### config.mk
export PLATFORM = sky130hd
export DESIGN_NAME = i2c_slave_ctrl_flat
export DESIGN_NICKNAME = d
export VERILOG_FILES = /design/src/rtl/i2c_slave_ctrl_if.sv /design/src/rtl/i2c_slave_ctrl.sv /design/src/flat_wrapper.sv
export SDC_FILE = /design/constraint.sdc
export NUM_CORES = 1
export LEC_CHECK = 0
export CAP_MARGIN = 20
export CELL_PAD_IN_SITES_DETAIL_PLACEMENT = 0
export CELL_PAD_IN_SITES_GLOBAL_PLACEMENT = 1
export CORE_AREA = 3 3 69 71
export DETAILED_ROUTE_END_ITERATION = 8
export DIE_AREA = 0 0 72 74
export HOLD_SLACK_MARGIN = 0.12
export PLACE_DENSITY = 0.77
export SYNTH_ARGS = -nofsm -noshare
export SYNTH_HDL_FRONTEND = slang
export SYNTH_SLANG_ARGS = --single-unit
### constraint.sdc
create_clock -name clk -period 2.5 [get_ports clk]
set_input_delay 0.375 -clock clk [delete_from_list [all_inputs] [get_ports clk]]
set_output_delay 0.375 -clock clk [all_outputs]
set_load 0.01 [all_outputs]
### src/rtl/i2c_slave_ctrl_if.sv
// I2C slave controller bus bundle: bit-unit handshakes, bus events and the
// byte-level user interface.
interface i2c_slave_ctrl_if;
  // read (receiver) unit
  logic       rd_en;
  logic       rd_is_byte;
  logic       rd_ld;
  logic       rd_data;
  logic       rd_finish;
  // bus condition detectors
  logic       get_start;
  logic       get_stop;
  logic       bus_err;
  // write (transmitter) unit
  logic       wr_en;
  logic       wr_is_byte;
  logic       wr_ld;
  logic       wr_data;
  logic       wr_finish;
  // user side
  logic [7:0] rx_data;
  logic       rx_valid;
  logic       tx_req;
  logic [7:0] tx_data;
  logic       busy;
  logic       err;

  modport slave (
    output rd_en, rd_is_byte, wr_en, wr_is_byte, wr_data,
           rx_data, rx_valid, tx_req, busy, err,
    input  rd_ld, rd_data, rd_finish, get_start, get_stop, bus_err,
           wr_ld, wr_finish, tx_data
  );

  modport master (
    input  rd_en, rd_is_byte, wr_en, wr_is_byte, wr_data,
           rx_data, rx_valid, tx_req, busy, err,
    output rd_ld, rd_data, rd_finish, get_start, get_stop, bus_err,
           wr_ld, wr_finish, tx_data
  );
endinterface

### src/rtl/i2c_slave_ctrl.sv
// I2C slave transaction sequencer. Drives the bit-level read/write units,
// shifts bytes through a single shift register, decides ACK/NACK and
// presents a byte-level user interface.
// Optional feature macro: I2C_GENERAL_CALL_EN (also ACK general call 8'h00).
module i2c_slave_ctrl #(
  parameter logic [6:0] SLAVE_ADDR = 7'h50
) (
  input logic            clk,
  input logic            rst_n,
  i2c_slave_ctrl_if.slave bus
);

  localparam int unsigned BYTE_W = 8;

  typedef enum logic [3:0] {
    S_IDLE,
    S_ADDR,
    S_ADDR_ACK,
    S_RX_BYTE,
    S_RX_ACK,
    S_TX_LOAD,
    S_TX_BYTE,
    S_TX_ACK,
    S_WAIT_STOP
  } state_e;

  state_e              state_q, state_d;
  logic [BYTE_W-1:0]   sr_q, sr_d;
  logic [BYTE_W-1:0]   sr_shift;
  logic                dir_q, dir_d;
  logic                addr_match;
  logic                rd_en_q, rd_en_d;
  logic                rd_is_byte_q, rd_is_byte_d;
  logic                wr_en_q, wr_en_d;
  logic                wr_is_byte_q, wr_is_byte_d;
  logic [BYTE_W-1:0]   rx_data_q, rx_data_d;
  logic                rx_valid_q, rx_valid_d;
  logic                tx_req_q, tx_req_d;
  logic                busy_q, busy_d;
  logic                err_q, err_d;

  // Shift register view including a bit strobed in this very cycle
  always_comb begin
    sr_shift = sr_q;
    if (bus.rd_ld) sr_shift = {sr_q[BYTE_W-2:0], bus.rd_data};
  end

  // Address decode on the (possibly just completed) address byte
  always_comb begin
`ifdef I2C_GENERAL_CALL_EN
    addr_match = (sr_shift[BYTE_W-1:1] == SLAVE_ADDR) || (sr_shift == 8'h00);
`else
    addr_match = (sr_shift[BYTE_W-1:1] == SLAVE_ADDR);
`endif
  end

  // Next-state, shift register and registered-output computation
  always_comb begin
    state_d    = state_q;
    sr_d       = sr_shift;
    dir_d      = dir_q;
    err_d      = err_q;
    rx_data_d  = rx_data_q;
    rx_valid_d = 1'b0;

    if (bus.wr_ld) sr_d = {sr_shift[BYTE_W-2:0], 1'b0};

    if (bus.bus_err) begin
      err_d   = 1'b1;
      state_d = S_WAIT_STOP;
    end else if (bus.get_stop) begin
      state_d = S_IDLE;
    end else if (bus.get_start) begin
      // partial byte from an interrupted transfer is discarded
      state_d = S_ADDR;
      err_d   = 1'b0;
      sr_d    = '0;
    end else begin
      case (state_q)
        S_IDLE: ;
        S_ADDR: begin
          if (bus.rd_finish) begin
            if (addr_match) begin
              state_d = S_ADDR_ACK;
              dir_d   = sr_shift[0];
              sr_d    = '0;         // ACK bit is sr[7] = 0
            end else begin
              state_d = S_WAIT_STOP;
            end
          end
        end
        S_ADDR_ACK: if (bus.wr_finish) state_d = dir_q ? S_TX_LOAD : S_RX_BYTE;
        S_RX_BYTE: begin
          if (bus.rd_finish) begin
            rx_data_d  = sr_shift;
            rx_valid_d = 1'b1;
            state_d    = S_RX_ACK;
            sr_d       = '0;
          end
        end
        S_RX_ACK: if (bus.wr_finish) state_d = S_RX_BYTE;
        S_TX_LOAD: begin
          // first cycle raises tx_req, second cycle samples tx_data
          if (!tx_req_q) begin
            sr_d    = bus.tx_data;
            state_d = S_TX_BYTE;
          end
        end
        S_TX_BYTE: if (bus.wr_finish) state_d = S_TX_ACK;
        S_TX_ACK: begin
          if (bus.rd_finish) state_d = sr_shift[0] ? S_WAIT_STOP : S_TX_LOAD;
        end
        S_WAIT_STOP: ;
        default: state_d = S_IDLE;
      endcase
    end

    tx_req_d     = (state_d == S_TX_LOAD) && (state_q != S_TX_LOAD);
    rd_en_d      = (state_d == S_ADDR) || (state_d == S_RX_BYTE) || (state_d == S_TX_ACK);
    rd_is_byte_d = (state_d == S_ADDR) || (state_d == S_RX_BYTE);
    wr_en_d      = (state_d == S_ADDR_ACK) || (state_d == S_RX_ACK) || (state_d == S_TX_BYTE);
    wr_is_byte_d = (state_d == S_TX_BYTE);
    busy_d       = (state_d == S_ADDR_ACK) || (state_d == S_RX_BYTE) ||
                   (state_d == S_RX_ACK)   || (state_d == S_TX_LOAD) ||
                   (state_d == S_TX_BYTE)  || (state_d == S_TX_ACK);
  end

  // State and output registers
  always_ff @(posedge clk or negedge rst_n) begin
    if (!rst_n) begin
      state_q      <= S_IDLE;
      sr_q         <= '0;
      dir_q        <= 1'b0;
      rd_en_q      <= 1'b0;
      rd_is_byte_q <= 1'b0;
      wr_en_q      <= 1'b0;
      wr_is_byte_q <= 1'b0;
      rx_data_q    <= '0;
      rx_valid_q   <= 1'b0;
      tx_req_q     <= 1'b0;
      busy_q       <= 1'b0;
      err_q        <= 1'b0;
    end else begin
      state_q      <= state_d;
      sr_q         <= sr_d;
      dir_q        <= dir_d;
      rd_en_q      <= rd_en_d;
      rd_is_byte_q <= rd_is_byte_d;
      wr_en_q      <= wr_en_d;
      wr_is_byte_q <= wr_is_byte_d;
      rx_data_q    <= rx_data_d;
      rx_valid_q   <= rx_valid_d;
      tx_req_q     <= tx_req_d;
      busy_q       <= busy_d;
      err_q        <= err_d;
    end
  end

  assign bus.rd_en      = rd_en_q;
  assign bus.rd_is_byte = rd_is_byte_q;
  assign bus.wr_en      = wr_en_q;
  assign bus.wr_is_byte = wr_is_byte_q;
  assign bus.wr_data    = sr_q[BYTE_W-1];
  assign bus.rx_data    = rx_data_q;
  assign bus.rx_valid   = rx_valid_q;
  assign bus.tx_req     = tx_req_q;
  assign bus.busy       = busy_q;
  assign bus.err        = err_q;

endmodule

### src/flat_wrapper.sv
// flat-port wrapper written by rule: the top's interface ports become plain ports
module i2c_slave_ctrl_flat 
#(
  parameter logic [6:0] SLAVE_ADDR = 7'h50
)
  (clk, rst_n, bus_rd_en, bus_rd_is_byte, bus_wr_en, bus_wr_is_byte, bus_wr_data, bus_rx_data, bus_rx_valid, bus_tx_req, bus_busy, bus_err, bus_rd_ld, bus_rd_data, bus_rd_finish, bus_get_start, bus_get_stop, bus_bus_err, bus_wr_ld, bus_wr_finish, bus_tx_data);
  i2c_slave_ctrl_if bus_i ();
  input logic clk;
  input logic rst_n;
  output wire logic [$bits(bus_i.rd_en)-1:0] bus_rd_en;
  output wire logic [$bits(bus_i.rd_is_byte)-1:0] bus_rd_is_byte;
  output wire logic [$bits(bus_i.wr_en)-1:0] bus_wr_en;
  output wire logic [$bits(bus_i.wr_is_byte)-1:0] bus_wr_is_byte;
  output wire logic [$bits(bus_i.wr_data)-1:0] bus_wr_data;
  output wire logic [$bits(bus_i.rx_data)-1:0] bus_rx_data;
  output wire logic [$bits(bus_i.rx_valid)-1:0] bus_rx_valid;
  output wire logic [$bits(bus_i.tx_req)-1:0] bus_tx_req;
  output wire logic [$bits(bus_i.busy)-1:0] bus_busy;
  output wire logic [$bits(bus_i.err)-1:0] bus_err;
  input wire logic [$bits(bus_i.rd_ld)-1:0] bus_rd_ld;
  input wire logic [$bits(bus_i.rd_data)-1:0] bus_rd_data;
  input wire logic [$bits(bus_i.rd_finish)-1:0] bus_rd_finish;
  input wire logic [$bits(bus_i.get_start)-1:0] bus_get_start;
  input wire logic [$bits(bus_i.get_stop)-1:0] bus_get_stop;
  input wire logic [$bits(bus_i.bus_err)-1:0] bus_bus_err;
  input wire logic [$bits(bus_i.wr_ld)-1:0] bus_wr_ld;
  input wire logic [$bits(bus_i.wr_finish)-1:0] bus_wr_finish;
  input wire logic [$bits(bus_i.tx_data)-1:0] bus_tx_data;
  assign bus_rd_en = bus_i.rd_en;
  assign bus_rd_is_byte = bus_i.rd_is_byte;
  assign bus_wr_en = bus_i.wr_en;
  assign bus_wr_is_byte = bus_i.wr_is_byte;
  assign bus_wr_data = bus_i.wr_data;
  assign bus_rx_data = bus_i.rx_data;
  assign bus_rx_valid = bus_i.rx_valid;
  assign bus_tx_req = bus_i.tx_req;
  assign bus_busy = bus_i.busy;
  assign bus_err = bus_i.err;
  assign bus_i.rd_ld = bus_rd_ld;
  assign bus_i.rd_data = bus_rd_data;
  assign bus_i.rd_finish = bus_rd_finish;
  assign bus_i.get_start = bus_get_start;
  assign bus_i.get_stop = bus_get_stop;
  assign bus_i.bus_err = bus_bus_err;
  assign bus_i.wr_ld = bus_wr_ld;
  assign bus_i.wr_finish = bus_wr_finish;
  assign bus_i.tx_data = bus_tx_data;
  i2c_slave_ctrl #(.SLAVE_ADDR(SLAVE_ADDR)) u_core (.clk(clk), .rst_n(rst_n), .bus(bus_i));
endmodule
---- Yosys cells after proc, flatten, opt, wreduce, memory -nomap -nowiden ----
Index checks and enable logic that the tools add are counted.
word-level totals
  logic and storage cells ................. 81
  input port bits ......................... 18
  register bits ........................... 29
cells by class
  multiplexer cells ....................... 32
  eq/ne operators ......................... 18
  reduce and logical (&&, ||, !) cells .... 16
  bitwise logic cells ..................... 3
operators with widths
  operator              count
  $mux W8               9
  $mux W4               12
  $eq A4 B3 Y1 const B  8
  $pmux W4 S8           1
  $pmux W8 S3           1
  $eq A4 B2 Y1 const B  4
  $logic_or A1 B1 Y1    9
  $eq A4 B1 Y1 const B  2
  $mux W1               8
  $eq A7 B7 Y1 const B  1
  $reduce_and A6 Y1     1
  $reduce_and A5 Y1     1
  $eq A4 B4 Y1 const B  1
  $logic_not A4 Y1      1
  $ne A4 B3 Y1 const B  1
  $mux W3               1
  $not A1 Y1            3
  $ne A2 B1 Y1 const B  1
  $reduce_and A2 Y1     1
  $reduce_bool A2 Y1    1
  $reduce_or A2 Y1      1
  $logic_and A1 B1 Y1   1

---- Longest topological paths before layout ----
Gate-level depths: netlist of the first run.
  word-level depth ........................ 14
  mapped depth ............................ 7
  mapped depth without buffers ............ 6

---- Least setup slack after synthesis of the first run ----
OpenSTA, ideal clock, no wires.
  path type ............................... input to register
  start ................................... input port bus_rd_ld
  end ..................................... register u_core.dir_q
  library setup time ...................... 0.127 ns
  data arrival time ....................... 1.603 ns
  stages on the path ...................... 6
  path buffers ............................ 1
  setup slack ............................. 0.769 ns
  cells stage by stage .................... buf_6 -> nor4_2 -> nor2_1 -> or2_4 -> and4bb_1 -> mux2_1
between the ends
  cells in the longest elaborated chain, start to end .. 3
RTL lines
  what                         RTL line               RTL
  from (decl)                  flat_wrapper.sv:20     input wire logic [$bits(bus_i.rd_ld)-1:0] bus_rd_ld;
  $mux W8 *                    i2c_slave_ctrl.sv:45   if (bus.rd_ld) sr_shift = {sr_q[BYTE_W-2:0], bus.rd_data};
  $eq A7 B7 Y1                 i2c_slave_ctrl.sv:53   addr_match = (sr_shift[BYTE_W-1:1] == SLAVE_ADDR);
  $reduce_and A6 Y1 (no line)  -
  to (signal assigned)         i2c_slave_ctrl.sv:146  dir_q <= dir_d;
  to (decl)                    i2c_slave_ctrl.sv:30   logic dir_q, dir_d;
Every way passes the cells marked *; elsewhere a longest branch is shown, timed or not.
A chain may end at the register's enable or synchronous reset.

---- Worst setup path in the final report of the first run ----
Same ends and word-level chain as after synthesis.

==> impl_metrics.csv, run 1 <==
group,metric,value,unit
timing,fin_crit_sh,85.1,%
placed_design,postPlaceCellArea,0.00207,mm2
logic_synthesis,ys_seq_elements,29,
final_layout,seq_area,726,um2
clock_tree,post_cts_buffers,0,
clock_tree,clk_latency,0.27,ns
timing,timing.final.ws_setup,0.372,ns
floorplanning,num_io_pins,35,
global_routing,grt_max_degree,30,
pwr,p_int,0.817,mW
pwr,combPwrFrac,17.3,%
clock_tree,tritoncts,"done",
route,drt-total-wl,3780,um
placed_design,place_inst,249,
final_layout,fillers,371,
min_path,hold_path_class,"in2async",
floorplanning,core,0.00429,mm2
final_layout,syn_to_final_growth,29.7,%
pwr,sequentialPowerShare,48.5,%
critical_path,required,2.65,ns
clock_tree,cts.sinks,29,
logic_synthesis,syn-cell-area,0.00166,mm2
logic_synthesis,postSynthAreaPerCell,10.1,um2
final_layout,multiInputGateArea,858,um2
placed_design,io_buffers,34,
floorplanning,die_x,72,um
run_status,status,"completed",
clock_tree,clockBufferDepth,2,
clock_tree,path_clk_slew,0.06,ns
timing,setup_viol,0,
placed_design,gp_congestion,0.929,
critical_path,critPathMaxFanout,8,
global_routing,grt_first_pass_wirelength,6150,um
global_routing,overflow,0,
final_layout,nets,222,
clock_tree,clockRootBuffer,"clkbuf_8",
pwr,p_sw,0.287,mW
critical_path,end_kind,"flop",
route,drt-wirelength-per-cell,14.8,um
global_routing,antenna_found_initial,0,
timing,clock.fmax,470,MHz
pwr,p_leak,0.944,nW
pwr,p_total,1.10,mW
route,drcViolationCount,0,
placed_design,pre_cts_ws,0.114,ns
global_routing,grt_pass1_vias,1308,
final_layout,antennaDiodeCount,0,
logic_synthesis,synth_edf_count,0,
timing,rsz0062_at_grt,"no",
clock_tree,htreeDepth,2,
timing,worst_pin_slew,0.444,ns
logic_synthesis,synth.net_count,183,
final_layout,drive_gt1_share,13.2,%
logic_synthesis,synth-warning-count,0,
route,vias_per_cell,5.41,
timing,maxSlewHeadroom,70.4,%
logic_synthesis,async_reset_ff_share,100,%
logic_synthesis,seq_area_frac_synth,43.7,%
critical_path,start_kind,"primary input",
route,vias,1385,
clock_tree,holdBufCountCts,0,
timing,final_max_slew_viol_count,0,
timing,setup_tns,0,ns
floorplanning,start_util,38.7,%
route,first_iter_violations,85,
critical_path,cp.arrival,2.28,ns
pwr,cellPowerDensity,513,mW/mm2
pwr,p_clk_share,34.2,%
timing,hold_viol,0,
critical_path,critPathKind,"in2reg",
logic_synthesis,synth_cell_types,44,
logic_synthesis,netlist_instances,165,
timing,fin_skew,0.00496,ns
job,maxCapViolations,0,
timing,min_period,2.13,ns
pwr,ir_drop,343,uV
clock_tree,cts_resized,0,
pwr,p_sw_share,26.0,%
logic_synthesis,yosys_most_used_dff,"dfrtp_1",
clock_tree,cts_buffers,5,
floorplanning,fp.dieH,74,um
global_routing,track_usage,15.0,%
route,ant_nets,0,
route,firstDrtPassIters,5,
placed_design,dp.final_hpwl,2860,um
floorplanning,num_rows,24,
final_layout,final_cells,256,
final_layout,stdcell_area,0.00215,mm2
floorplanning,die-area,0.00533,mm2
[synthesized netlist by cell type (all sizes together), types with 6 or more instances]
cell	number	area, um2
o21ai	6	30.0
mux2i	11	110
nand2	9	33.8
mux2	6	71.3
a21oi	14	73.8
dfrtp	29	726
a22o	8	70.1
nor2	20	75.1
inv	7	26.3
buf	7	43.8
[worst max-delay path, stage by stage]
cell             delay, ns
clkdlybuf4s50_1       0.63
nor4b_1               0.29
nor2_1                0.10
or2_4                 0.28
and4bb_1              0.28
mux2_1                0.33
[cell type report]
| cell class | count | share of cell area, % |
|---|---|---|
| Inverter | 7 | 1.22 |
| Tap cell | 52 | 3.02 |
| Sequential cell | 29 | 33.7 |
| Multi-Input combinational cell | 120 | 39.8 |
| Timing Repair Buffer | 41 | 18.2 |
| Clock buffer | 7 | 4.01 |
[per-layer routing]
| metal | GRT usage [%] | up-vias | routed length, um |
|---|---|---|---|
| met5 | 0 | - | 0 |
| met4 | 5.22 | 0 | 61 |
| met3 | 4.05 | 9 | 199 |
| met2 | 23.5 | 43 | 1780 |
| met1 | 20.3 | 658 | 1740 |
| li1 | - | 675 | - |
[through the flow]
stage	utilization, %	hold slack [ns]
final	50.2	0.475
after global placement	48.2	0.482
after floorplan	-	0.0794
after detailed placement	48.2	0.503
after global routing	50.2	0.524
after CTS	50.2	0.489
[final timing paths]
| check | startpoint | to | slack (ns) | cells after the start |
|---|---|---|---|---|
| max reg2reg | u_core.sr_q[2] | u_core.dir_q | 0.59 | 5 |
| min | rst_n | u_core.bus.rd_is_byte | 0.48 | 2 |
| min reg2reg | u_core.bus.err | u_core.bus.err | 0.52 | 2 |
| max in group asynchronous | rst_n | u_core.bus.rx_data[6] | 1.75 | 2 |
| max | bus_rd_ld | u_core.dir_q | 0.37 | 6 |
| min in group clk | u_core.bus.err | u_core.bus.err | 0.52 | 2 |
[power groups by stage]
| stage | registers [mW] | logic (mW) | clock network [mW] |
|---|---|---|---|
| 2_1_floorplan | 0.530 | 0.117 | 0 |
| 3_3_place_gp | 0.541 | 0.189 | 0 |
| 3_5_place_dp | 0.543 | 0.191 | 0 |
| 4_1_cts | 0.534 | 0.193 | 0.389 |
| 5_1_grt | 0.538 | 0.211 | 0.406 |
| 6_report | 0.535 | 0.191 | 0.378 |
[cells by family (layout without fill, tap and decap cells)]
| logic type | count (synthesis) | count (layout) | synth area share, % |
|---|---|---|---|
| AO/OA/AOI/OAI | 44 | 44 | 20.3 |
| XOR/XNOR | 1 | 1 | 0.527 |
| buffers and inverters | 16 | 55 | 4.67 |
| flip-flops | 29 | 29 | 43.7 |
| multiplexers | 17 | 17 | 10.9 |
| AND/OR/NAND/NOR | 58 | 58 | 19.9 |
[cell usage in the layout, fill, tap and decap left out, types with 4 or more instances in the layout]
cell	n
clkdlybuf4s50_1	34
dfrtp_1	29
nor2_1	20
a21oi_1	13
mux2i_1	11
nand2_1	9
a22o_1	8
inv_1	7
buf_4	7
clkbuf_8	6
nand3_1	4
nand2b_1	4
o21ai_0	4
mux2_2	4
Power figures use the tool's default switching activity.
==> run 2: changes to the inputs <==
--- a/config.mk
+++ b/config.mk
@@ -8,11 +8,11 @@
 export CAP_MARGIN = 20
 export CELL_PAD_IN_SITES_DETAIL_PLACEMENT = 0
 export CELL_PAD_IN_SITES_GLOBAL_PLACEMENT = 1
-export CORE_AREA = 3 3 69 71
+export CORE_AREA = 3 3 73 75
 export DETAILED_ROUTE_END_ITERATION = 8
-export DIE_AREA = 0 0 72 74
+export DIE_AREA = 0 0 76 78
 export HOLD_SLACK_MARGIN = 0.12
-export PLACE_DENSITY = 0.77
+export PLACE_DENSITY = 0.69
 export SYNTH_ARGS = -nofsm -noshare
 export SYNTH_HDL_FRONTEND = slang
 export SYNTH_SLANG_ARGS = --single-unit
==> run 2 against run 1 <==
Worst setup slack better by 0.076 ns. Final cell count grew 6.3%. Critical path type unchanged. Largest cell class unchanged. Largest power group unchanged. Critical endpoint unchanged. Highest routed layer unchanged. Combinational power hardly changed.
==> impl_metrics.csv, run 2 (same netlist as run 1, synthesis figures left out) <==
group,metric,value,unit
placed_design,dp.final_hpwl,2920,um
critical_path,rr_endpoint,"u_core.dir_q",
critical_path,critPathBufInv,1,
route,ant_nets,0,
run_status,status,"completed",
route,drt-wirelength-per-cell,14.5,um
pwr,cellPowerDensity,513,mW/mm2
final_layout,syn_to_final_growth,31.2,%
timing,worst_pin_slew,0.421,ns
clock_tree,cts.sinks,29,
timing,setup_tns,0,ns
critical_path,r2r_setup_slack,0.68,ns
final_layout,drive_gt1_share,13.7,%
timing,fin_crit_sh,82.1,%
floorplanning,die_x,76,um
final_layout,layout_commonest_cell,"clkdlybuf4s50_1",
critical_path,required,2.66,ns
placed_design,postPlaceCellArea,0.00209,mm2
final_layout,nets,223,
timing,rsz0062_at_grt,"no",
clock_tree,clk_latency,0.28,ns
critical_path,cpMaxStageDelayCell,"clkdlybuf4s50_1",
critical_path,reg2reg_from,"u_core.sr_q[2]",
clock_tree,htreeDepth,2,
route,first_iter_violations,46,
floorplanning,fp.dieH,78,um
clock_tree,holdBufCountCts,0,
floorplanning,die-area,0.00593,mm2
timing,maxSlewHeadroom,71.7,%
critical_path,cp.arrival,2.22,ns
global_routing,antenna_found_initial,0,
timing,hold_viol,0,
route,drcViolationCount,0,
clock_tree,cts_buffers,5,
critical_path,critPathKind,"in2reg",
clock_tree,cts_resized,0,
floorplanning,num_rows,25,
clock_tree,post_cts_buffers,0,
critical_path,max_stage_delay,0.64,ns
final_layout,stdcell_area,0.00218,mm2
route,vias,1378,
global_routing,overflow,0,
timing,min_period,2.05,ns
final_layout,antennaDiodeCount,0,
critical_path,cp_top_family,"simple AND/OR/NAND/NOR gates",
pwr,ir_drop,193,uV
critical_path,end_kind,"flop",
final_layout,fillers,471,
global_routing,track_usage,14.5,%
clock_tree,clockRootBuffer,"clkbuf_8",
min_path,hold_path_class,"in2async",
floorplanning,core,0.00472,mm2
critical_path,critPathMaxFanout,8,
route,firstDrtPassIters,4,
timing,clock.fmax,487,MHz
timing,setup_viol,0,
placed_design,io_buffers,34,
route,vias_per_cell,5.07,
clock_tree,tritoncts,"done",
critical_path,start_kind,"primary input",
clock_tree,clockBufferDepth,2,
clock_tree,path_clk_slew,0.07,ns
global_routing,grt_first_pass_wirelength,6840,um
job,maxCapViolations,0,
global_routing,grt_pass1_vias,1425,
final_layout,layout_common_cells,"34 x clkdlybuf4s50_1, 29 x dfrtp_1, 20 x nor2_1, 13 x a21oi_1, 11 x mux2i_1",
pwr,p_leak,0.949,nW
critical_path,ff2ff_path_depth,5,
critical_path,cp.depth,6,
floorplanning,num_io_pins,35,
route,drt-total-wl,3950,um
critical_path,crit_chain,"clkdlybuf4s50_1, nor4b_1, nor2_1, or2_4, and4bb_1, mux2_1",
floorplanning,start_util,35.2,%
timing,final_max_slew_viol_count,0,
placed_design,gp_congestion,0.824,
timing,fin_skew,0.00975,ns
global_routing,grt_max_degree,30,
-- run 2: changes by cell type in the layout (fill, tap and decap cells not counted) --
cell / delta
buf_4: +1
-- run 2: report_power, final --
part | total [mW] | switching, mW | internal [mW]
Clock | 0.393 | 0.175 | 0.218
Combinational | 0.192 | 0.0853 | 0.106
Sequential | 0.535 | 0.0405 | 0.494
Total | 1.12 | 0.301 | 0.819
-- run 2: routing by layer --
layer	global-route usage (%)	wire length [um]
met1	18.1	1790
met2	24.1	1920
met5	0	0
met4	6.52	93
met3	3.13	150
-- run 2: through the flow --
stage               power, mW  hold WS [ns]  std cells  util (%)  setup slack, ns
detailed placement      0.736         0.500        265      44.3            0.159
global route             1.18         0.520        272      46.2            0.341
global placement        0.732         0.486        265      44.3            0.156
finish                   1.12         0.483        272      46.2            0.448
floorplan               0.647        0.0794        165         -            0.769
CTS                      1.13         0.500        272      46.2            0.441
-- run 2: worst max path at each step --
stage	start	endpoint	slack (ns)
2_1_floorplan	bus_rd_ld	u_core.dir_q	0.77
3_3_place_gp	bus_rd_ld	u_core.dir_q	0.16
3_5_place_dp	bus_rd_ld	u_core.dir_q	0.16
4_1_cts	bus_rd_ld	u_core.dir_q	0.44
5_1_grt	bus_rd_ld	u_core.sr_q[0]	0.34
6_report	bus_rd_ld	u_core.dir_q	0.45
-- run 2: worst register-to-register path: cells and delay by family (launching register included) --
kind,cells,cell delay [ns]
simple gates,4,0.95
flops,1,0.46
mux,1,0.31
-- run 2: final cells by class --
cell class / count / area (um2) / area share (%)
clock buffers: 7 / 86.3 / 3.96
inverters: 7 / 26.3 / 1.20
multi-input cells: 120 / 858 / 39.4
flip-flops and latches: 29 / 726 / 33.3
well taps: 67 / 83.8 / 3.84
repair buffers: 42 / 400 / 18.4
==> run 3: changes to the inputs <==
==> constraint.sdc (replaced) <==
create_clock -name clk -period 2.1 [get_ports clk]
set_input_delay 0.315 -clock clk [delete_from_list [all_inputs] [get_ports clk]]
set_output_delay 0.315 -clock clk [all_outputs]
set_load 0.01 [all_outputs]
==> run 3 against run 2 <==
Worst setup slack worse by 0.18 ns. First-iteration DRC count up 20%. Total power up 32%. Die area unchanged. Highest routed layer unchanged.
==> impl_metrics.csv, run 3 (same netlist as run 1, synthesis figures left out) <==
group,metric,value,unit
floorplanning,fp.dieH,78,um
clock_tree,clk_latency,0.28,ns
floorplanning,num_io_pins,35,
pwr,ir_drop,287,uV
critical_path,ff2ff_path_depth,5,
timing,hold_viol,0,
global_routing,antenna_found_initial,0,
global_routing,grt_util_met1,18.5,%
route,firstDrtPassIters,4,
global_routing,met3_usage,3.25,%
route,drcViolationCount,0,
final_layout,multiInputGateArea,858,um2
timing,final_max_slew_viol_count,0,
global_routing,grt_first_pass_wirelength,6640,um
global_routing,grt_max_degree,30,
critical_path,cp.arrival,2.00,ns
timing,worst_pin_slew,0.419,ns
clock_tree,clockRootBuffer,"clkbuf_8",
global_routing,track_usage,14.3,%
placed_design,gp_congestion,0.869,
final_layout,layout_commonest_cell,"clkdlybuf4s50_1",
global_routing,grt.busiest_layer,"met2",
route,vias_per_cell,5.08,
timing,setup_viol,0,
final_layout,nets,232,
route,drt-total-wl,4040,um
critical_path,rr_endpoint,"u_core.dir_q",
final_layout,drive_gt1_share,17.7,%
critical_path,r2r_setup_slack,0.27,ns
clock_tree,post_cts_buffers,0,
min_path,hold_path_class,"in2async",
placed_design,pre_cts_ws,-0.201,ns
timing,rsz0062_at_grt,"no",
job,maxCapViolations,0,
critical_path,start_kind,"flop",
placed_design,postPlaceCellArea,0.00216,mm2
critical_path,critPathKind,"reg2reg",
final_layout,syn_to_final_growth,37.3,%
critical_path,required,2.26,ns
final_layout,fillers,449,
timing,fin_skew,0.00516,ns
clock_tree,cts.sinks,29,
clock_tree,htreeDepth,2,
final_layout,antennaDiodeCount,0,
route,drt-wirelength-per-cell,14.3,um
clock_tree,cts_buffers,5,
critical_path,reg2reg_from,"u_core.sr_q[2]",
timing,timing.final.ws_setup,0.268,ns
floorplanning,core,0.00472,mm2
route,first_iter_violations,55,
final_layout,layout_common_cells,"33 x clkdlybuf4s50_1, 29 x dfrtp_1, 20 x nor2_1, 17 x buf_4, 13 x a21oi_1",
placed_design,io_buffers,34,
placed_design,dp.final_hpwl,3000,um
run_status,status,"completed",
floorplanning,die_x,76,um
clock_tree,tritoncts,"done",
floorplanning,num_rows,25,
timing,min_period,1.83,ns
final_layout,stdcell_area,0.00228,mm2
clock_tree,path_clk_slew,0.06,ns
timing,fin_crit_sh,87.2,%
critical_path,critPathMaxFanout,7,
timing,clock.fmax,546,MHz
global_routing,overflow,0,
final_layout,seq_area,726,um2
critical_path,end_kind,"flop",
pwr,cellPowerDensity,648,mW/mm2
floorplanning,die-area,0.00593,mm2
global_routing,globalRouteMet2Util,23.2,%
final_layout,final_util,48.3,%
global_routing,grt_pass1_vias,1368,
pwr,p_leak,1.02,nW
clock_tree,clockBufferDepth,2,
floorplanning,start_util,35.2,%
timing,maxSlewHeadroom,72.1,%
route,ant_nets,0,
route,vias,1433,
[run 3: area by class of cell]
class | count | area share (%)
Sequential cell | 29 | 31.8
Tap cell | 67 | 3.68
Clock buffer | 7 | 3.78
Multi-Input combinational cell | 120 | 37.6
Clock inverter | 1 | 1.32
Inverter | 7 | 1.15
Timing Repair Buffer | 51 | 20.6
[run 3: worst max path at each step]
stage / endpoint / startpoint / slack (ns) / cells after the start
after floorplan: u_core.dir_q / u_core.sr_q[2] / 0.39 / 5
after global placement: u_core.bus.wr_en / bus_rd_ld / -0.14 / 7
after detailed placement: u_core.bus.wr_en / bus_rd_ld / -0.20 / 7
after CTS: u_core.bus.wr_en / bus_rd_ld / 0.08 / 7
after global routing: u_core.sr_q[0] / u_core.sr_q[2] / 0.17 / 5
final: u_core.dir_q / u_core.sr_q[2] / 0.27 / 5
[run 3: repair_timing]
| item | in CTS | in global routing |
|---|---|---|
| endpoints found under the setup margin | 0 | 1 |
| resized for setup | 0 | 1 |
| hold buffers | 0 | 0 |
[run 3: per-layer routing]
| metal | routed length, um | vias to the layer above |
|---|---|---|
| li1 | - | 696 |
| met1 | 1840 | 702 |
| met2 | 1990 | 30 |
| met3 | 150 | 5 |
| met4 | 61 | 0 |
| met5 | 0 | - |
[run 3: power breakdown]
part	internal (mW)	switching (mW)	leakage [nW]
combinational	0.136	0.102	0.573
sequential	0.588	0.0496	0.384
clock	0.386	0.215	0.0585
[run 3: metrics by stage]
step                      hold WS [ns]  std cells  setup TNS [ns]  total power [mW]
after global routing             0.455        282               0              1.55
after CTS                        0.425        282               0              1.51
after detailed placement         0.504        274           -1.10             0.886
final                            0.416        282               0              1.48
after global placement           0.493        274           -1.04             0.883
after floorplan                 0.0194        165               0             0.771
[run 3: worst max-delay path, stage by stage, from the launching register on]
cell and delay (ns):
dfrtp_1 0.46, nor4b_1 0.33, nor2_1 0.09, or2_4 0.27, and4bb_1 0.26, mux2_1 0.31
